--- src/rtl/fp32_cmp_unit.sv ---
// fp32_cmp_unit: FP32 predicate compare and max/min with optional int-to-FP32 operand conversion, 1-cycle latency.
// Ports:
//   clk, reset_n          clock, asynchronous active-low reset
//   in_valid              operands/controls valid this cycle
//   int_mode              1 = in_a/in_b are signed integers converted to FP32 first
//   is_max                1 = max, 0 = min on the value path
//   is_op                 predicate: 0 EQ, 1 LT, 2 LE, 3 GT, 4 GE, 5-7 reserved (result 0)
//   in_a, in_b            operands
//   fp32_a, fp32_b        combinational FP32 form of the operands
//   result_fp32_valid/result_fp32   registered max/min value
//   result_valid/result/nan_err     registered predicate outcome and NaN flag
module fp32_cmp_unit #(
    parameter logic [31:0] CANON_NAN = 32'h7FC0_0000
) (
    input  logic        clk,
    input  logic        reset_n,
    input  logic        in_valid,
    input  logic        int_mode,
    input  logic        is_max,
    input  logic [2:0]  is_op,
    input  logic [31:0] in_a,
    input  logic [31:0] in_b,
    output logic [31:0] fp32_a,
    output logic [31:0] fp32_b,
    output logic        result_fp32_valid,
    output logic [31:0] result_fp32,
    output logic        result_valid,
    output logic        result,
    output logic        nan_err
);
    function automatic logic [31:0] int2fp(input logic [31:0] x);
        logic [31:0] mag;
        logic [31:0] norm;
        logic [4:0]  p;
        logic        rnd;
        mag = x[31] ? -x : x;
        p = 5'd0;
        for (int i = 0; i < 32; i++)
            if (mag[i]) p = i[4:0];
        norm = mag << (5'd31 - p);
        rnd = norm[7] && (|norm[6:0] || norm[8]);
        // exponent is built one low so the normalized leading one carries into it;
        // a rounding carry out of the mantissa likewise bumps the exponent
        return (mag == 32'd0) ? 32'd0 :
            {x[31], 8'd126 + {3'd0, p}, 23'd0} + {8'd0, norm[31:8]} + {31'd0, rnd};
    endfunction

    logic        w_nan_a, w_nan_b, w_nan, w_zero, w_eq, w_lt, w_pred, w_take_b;
    logic [31:0] w_key_a, w_key_b, w_pick;

    assign fp32_a  = int_mode ? int2fp(in_a) : in_a;
    assign fp32_b  = int_mode ? int2fp(in_b) : in_b;
    assign w_nan_a = &fp32_a[30:23] && |fp32_a[22:0];
    assign w_nan_b = &fp32_b[30:23] && |fp32_b[22:0];
    assign w_nan   = w_nan_a || w_nan_b;
    assign w_zero  = ~|fp32_a[30:0] && ~|fp32_b[30:0];
    assign w_eq    = (fp32_a == fp32_b) || w_zero;
    // sign-magnitude to monotonic unsigned key; the zero pair is handled by w_eq
    assign w_key_a = fp32_a[31] ? ~fp32_a : {1'b1, fp32_a[30:0]};
    assign w_key_b = fp32_b[31] ? ~fp32_b : {1'b1, fp32_b[30:0]};
    assign w_lt    = !w_eq && (w_key_a < w_key_b);

    always_comb begin
        w_pred   = w_nan        ? 1'b0 :
                   is_op == 3'd0 ? w_eq :
                   is_op == 3'd1 ? w_lt :
                   is_op == 3'd2 ? (w_lt || w_eq) :
                   is_op == 3'd3 ? !(w_lt || w_eq) :
                   is_op == 3'd4 ? !w_lt : 1'b0;
        w_take_b = is_max ? w_lt : (!w_lt && !w_eq);
        w_pick   = (w_nan_a && w_nan_b) ? CANON_NAN :
                   w_nan_a ? fp32_b :
                   w_nan_b ? fp32_a :
                   w_zero  ? {is_max ? (fp32_a[31] && fp32_b[31]) : (fp32_a[31] || fp32_b[31]), 31'd0} :
                   w_take_b ? fp32_b : fp32_a;
    end

    always_ff @(posedge clk or negedge reset_n) begin
        if (!reset_n) begin
            result_fp32_valid <= 1'b0;
            result_valid      <= 1'b0;
            result_fp32       <= 32'd0;
            result            <= 1'b0;
            nan_err           <= 1'b0;
        end else begin
            result_fp32_valid <= in_valid;
            result_valid      <= in_valid;
            if (in_valid) begin
                result_fp32 <= w_pick;
                result      <= w_pred;
                nan_err     <= w_nan;
            end
        end
    end
endmodule

--- config.mk ---
export PLATFORM = sky130hd
export DESIGN_NAME = fp32_cmp_unit
export DESIGN_NICKNAME = d
export VERILOG_FILES = /design/src/rtl/fp32_cmp_unit.sv
export SDC_FILE = /design/constraint.sdc
export NUM_CORES = 1
export LEC_CHECK = 0
export CAP_MARGIN = 20
export CELL_PAD_IN_SITES_DETAIL_PLACEMENT = 0
export CELL_PAD_IN_SITES_GLOBAL_PLACEMENT = 2
export CORE_MARGIN = 2
export CORE_UTILIZATION = 37
export CTS_CLUSTER_SIZE = 12
export DETAILED_ROUTE_END_ITERATION = 8
export PLACE_DENSITY = 0.95
export SLEW_MARGIN = 20
export SYNTH_ARGS = -nofsm -noshare
export SYNTH_HDL_FRONTEND = slang
export SYNTH_SLANG_ARGS = --single-unit
--- constraint.sdc ---
create_clock -name clk -period 26.7 [get_ports clk]
set_clock_uncertainty 0.15 [all_clocks]
set_input_delay 4.005 -clock clk [delete_from_list [all_inputs] [get_ports clk]]
set_output_delay 4.005 -clock clk [all_outputs]
set_load 0.02 [all_outputs]
==> impl_results.md <==
- WP data arrival: 13,650 ps
- Mapped Nets: 2,457
- WS Path Type: input port to output port
- Final core occ: 0.4252
- Least-Margin Pin Slew: 1198 ps
- Hold path depth: 2
- Cell area after synthesis: 0.01627 sq mm
- Power per cell area: 41.98 mW/mm^2
- Root Driver: clkbuf_16
- TritonCTS Sinks: 35
- Clk slew on worst S/H paths: 50 ps
- Number of gates resized after CTS: 0
- Main flop type after synthesis: dfrtp_1
- Layout area overhead: 13.07%
- Htree depth: 2
- Tmin final: 17,810 ps
- Fill count: 4,550
- Slew Limit Fails: 0
- Final hold violation count: 0
- Total CTS buffers: 5
- Global-route wire length before repair: 127.2 mm
- Antenna-violating nets left: 0
- Sequential Area: 875.8 sq um
- Synth top area cells: xnor2_1 (7.3%), dfrtp_1 (5.4%), nor2_1 (4.6%), nand2_1 (3.7%), nor3_1 (3.4%)
- Die H: 213.7 um
- Mapped Cells: 2,342
- Worst vdd ir: 0.00002837 V
- GR Overflow Total: 0
- DP Wirelength: 68.50 mm
- Routed WL per cell: 28.88 um
- Layout cells sized above 1: 0.08854
- GPL Wtd Cong: 1.011
- Pin count of the biggest net entering global routing: 66
- Worst Setup End Kind: output port
- Yosys Warn Count: 0
- Iter 0 DRT Violations: 2,389
- DR vias: 21,043
- Async SR Flop Fraction: 1.000
- Total GRT Usage: 0.3647
- Chip width: 213.7 um
- Largest area contributor in the netlist: xnor2_1
- Outcome: finished clean
- Worst-Skew Late Latency: 280 ps
- Vias in the first global route: 19,867
- Post-CTS Setup Bufs: 0
- Dpl cells: 2,960
- Hold/Removal Path Class: register to register
- Hold_buf cts: 0
- CTS max path bufs: 2
- RSZ-0062 raised after global routing: no
- Post-DR vias/cell: 7.085
- Worst-path fanout max: 22
- Final critical-path share of the clock period: 0.6670
- Worst hold slack: 329.9 ps
- Avg Cell Area, Syn: 6.946 sq um
- Synth cell count leaders: nor2_1 (200), nand2_1 (159), xnor2_1 (136), nor3_1 (109), clkbuf_1 (105)
- Startpoint Class: input port
- Seq/Total Area, Yosys: 0.05384
- Initial antenna violation count: 2
- Die area: 0.04566 sq mm
- Slew headroom: 0.2013
- Critical Path RT: 22,550 ps
- Row Count: 76
- Final wirelength: 85.78 mm
- Area of the multi-input gates: 0.01422 sq mm
- DRT Pass-1 Iters: 6
- Metal2 WL: 40.60 mm
- Fin Setup TNS: 0 ps
- Worst-case reg-to-reg path depth: 3
- Post-synth EDFFs: 0
- P_leak: 6.216 nW
- Maximum capacitance violations: 0
- WL met1: 33.87 mm
- Max Freq: 0.05615 GHz
- Top-area cell type share of the netlist area: 0.07322
- DRC violations left: 0
- Most numerous cell in the Yosys netlist: nor2_1
- Unique masters post-synth: 129
- DR WL met3: 5.981 mm
- Core ar.: 0.04327 sq mm
- DR top layer: met4
- Effective utilization at floorplan: 0.3760
- I/O pin count: 172
- Seq cells post-synth: 35
- Nets@finish: 2,497
- Non-Filler Instances: 2,970
- Setup violators final: 0
- IO Port Bufs: 171
- Power Total: 0.7723 mW
- CTS tree: built
[report_power, final]
| group | internal (mW) | leakage [nW] | total, mW | switching, mW |
|---|---|---|---|---|
| clock network | 0.0398 | 0.0772 | 0.0626 | 0.0229 |
| registers | 0.0652 | 0.419 | 0.0728 | 0.00758 |
| logic | 0.228 | 5.72 | 0.637 | 0.409 |
[flip-flops by register name (all words and copies together), names as in the netlist]
name	flops
result_fp32	32
nan_err	1
result	1
result_valid	1
[stage by stage]
stage               worst slack, ps  instance area (sq um)
floorplan                     12220                  16270
CTS                            9084                  18380
detailed placement             9132                  18230
global route                   8234                  18390
finish                         8890                  18400
global placement               9275                  18230
[logic make-up after synthesis]
group	synth area share
and+or+nand+nor	0.3263
adders and majority gates	0.03369
AOI/OAI and AO/OA	0.3863
muxes	0.03038
buffers and inverters	0.07383
DFF	0.05384
xor gates and xnor gates	0.09568
[critical path, stage by stage]
cell and delay (ps):
clkdlybuf4s50_1 410, buf_4 200, inv_1 250, ha_1 410, nor3b_2 470, nand4_1 650
o311ai_1 700, nand2_1 180, o311ai_1 420, a211o_1 550, o211ai_2 380, inv_2 510
mux2i_1 150, buf_4 200, mux4_2 520, o21bai_1 250, nor2_1 130, ha_1 190
nor4b_2 490, nand4_2 340, or4_1 600, or4_1 540, a31o_2 340, inv_1 100
clkdlybuf4s50_1 610
[area by class of cell]
| cell class | instances | share of cell area |
|---|---|---|
| timing repair buffer | 223 | 0.1135 |
| antenna | 2 | 0.0002721 |
| inverter | 86 | 0.01755 |
| clock buffer | 8 | 0.008502 |
| multi-input combinational | 2031 | 0.7728 |
| sequential | 35 | 0.04761 |
| tap | 585 | 0.03979 |
[worst paths after layout]
path / from / end / slack (ps)
hold / removal: result_fp32[26] / result_fp32[26] / 330
hold reg to reg: result_fp32[26] / result_fp32[26] / 330
setup / recovery: in_a[0] / fp32_a[26] / 8890
min in group asynchronous: reset_n / result_fp32[27] / 3980
max in group asynchronous: reset_n / result_fp32[0] / 22070
setup reg to reg: result_fp32[27] / result_fp32[27] / 25780
[cell usage in the layout (no fill, tap or decap), drive strengths merged, types with 20 or more instances in the layout]
master	Yosys	final
nand2	160	160
nor4	62	62
a211oi	30	30
nor2b	21	21
a211o	21	21
or4	32	32
o2111ai	29	29
clkdlybuf4s50	0	168
and2	23	23
o211ai	62	62
o32ai	31	31
mux2i	37	37
ha	43	43
nor3	119	119
or3	36	36
a21oi	103	103
o21ai	117	117
nand3	102	102
o22ai	42	42
o221ai	22	22
and3	29	29
or2	22	22
xor2	40	40
buf	84	55
inv	84	84
nor2	204	204
nand4	67	67
nand2b	20	20
dfrtp	35	35
xnor2	136	136
a31oi	38	38
[routing by layer]
layer  global-route usage  up-vias
met5                    0        -
met4               0.1944        0
met3              0.03749      237
met2               0.6255     1190
met1               0.4499    10267
li1                     -     9349
Note: power is estimated with default switching activity, not from simulation.
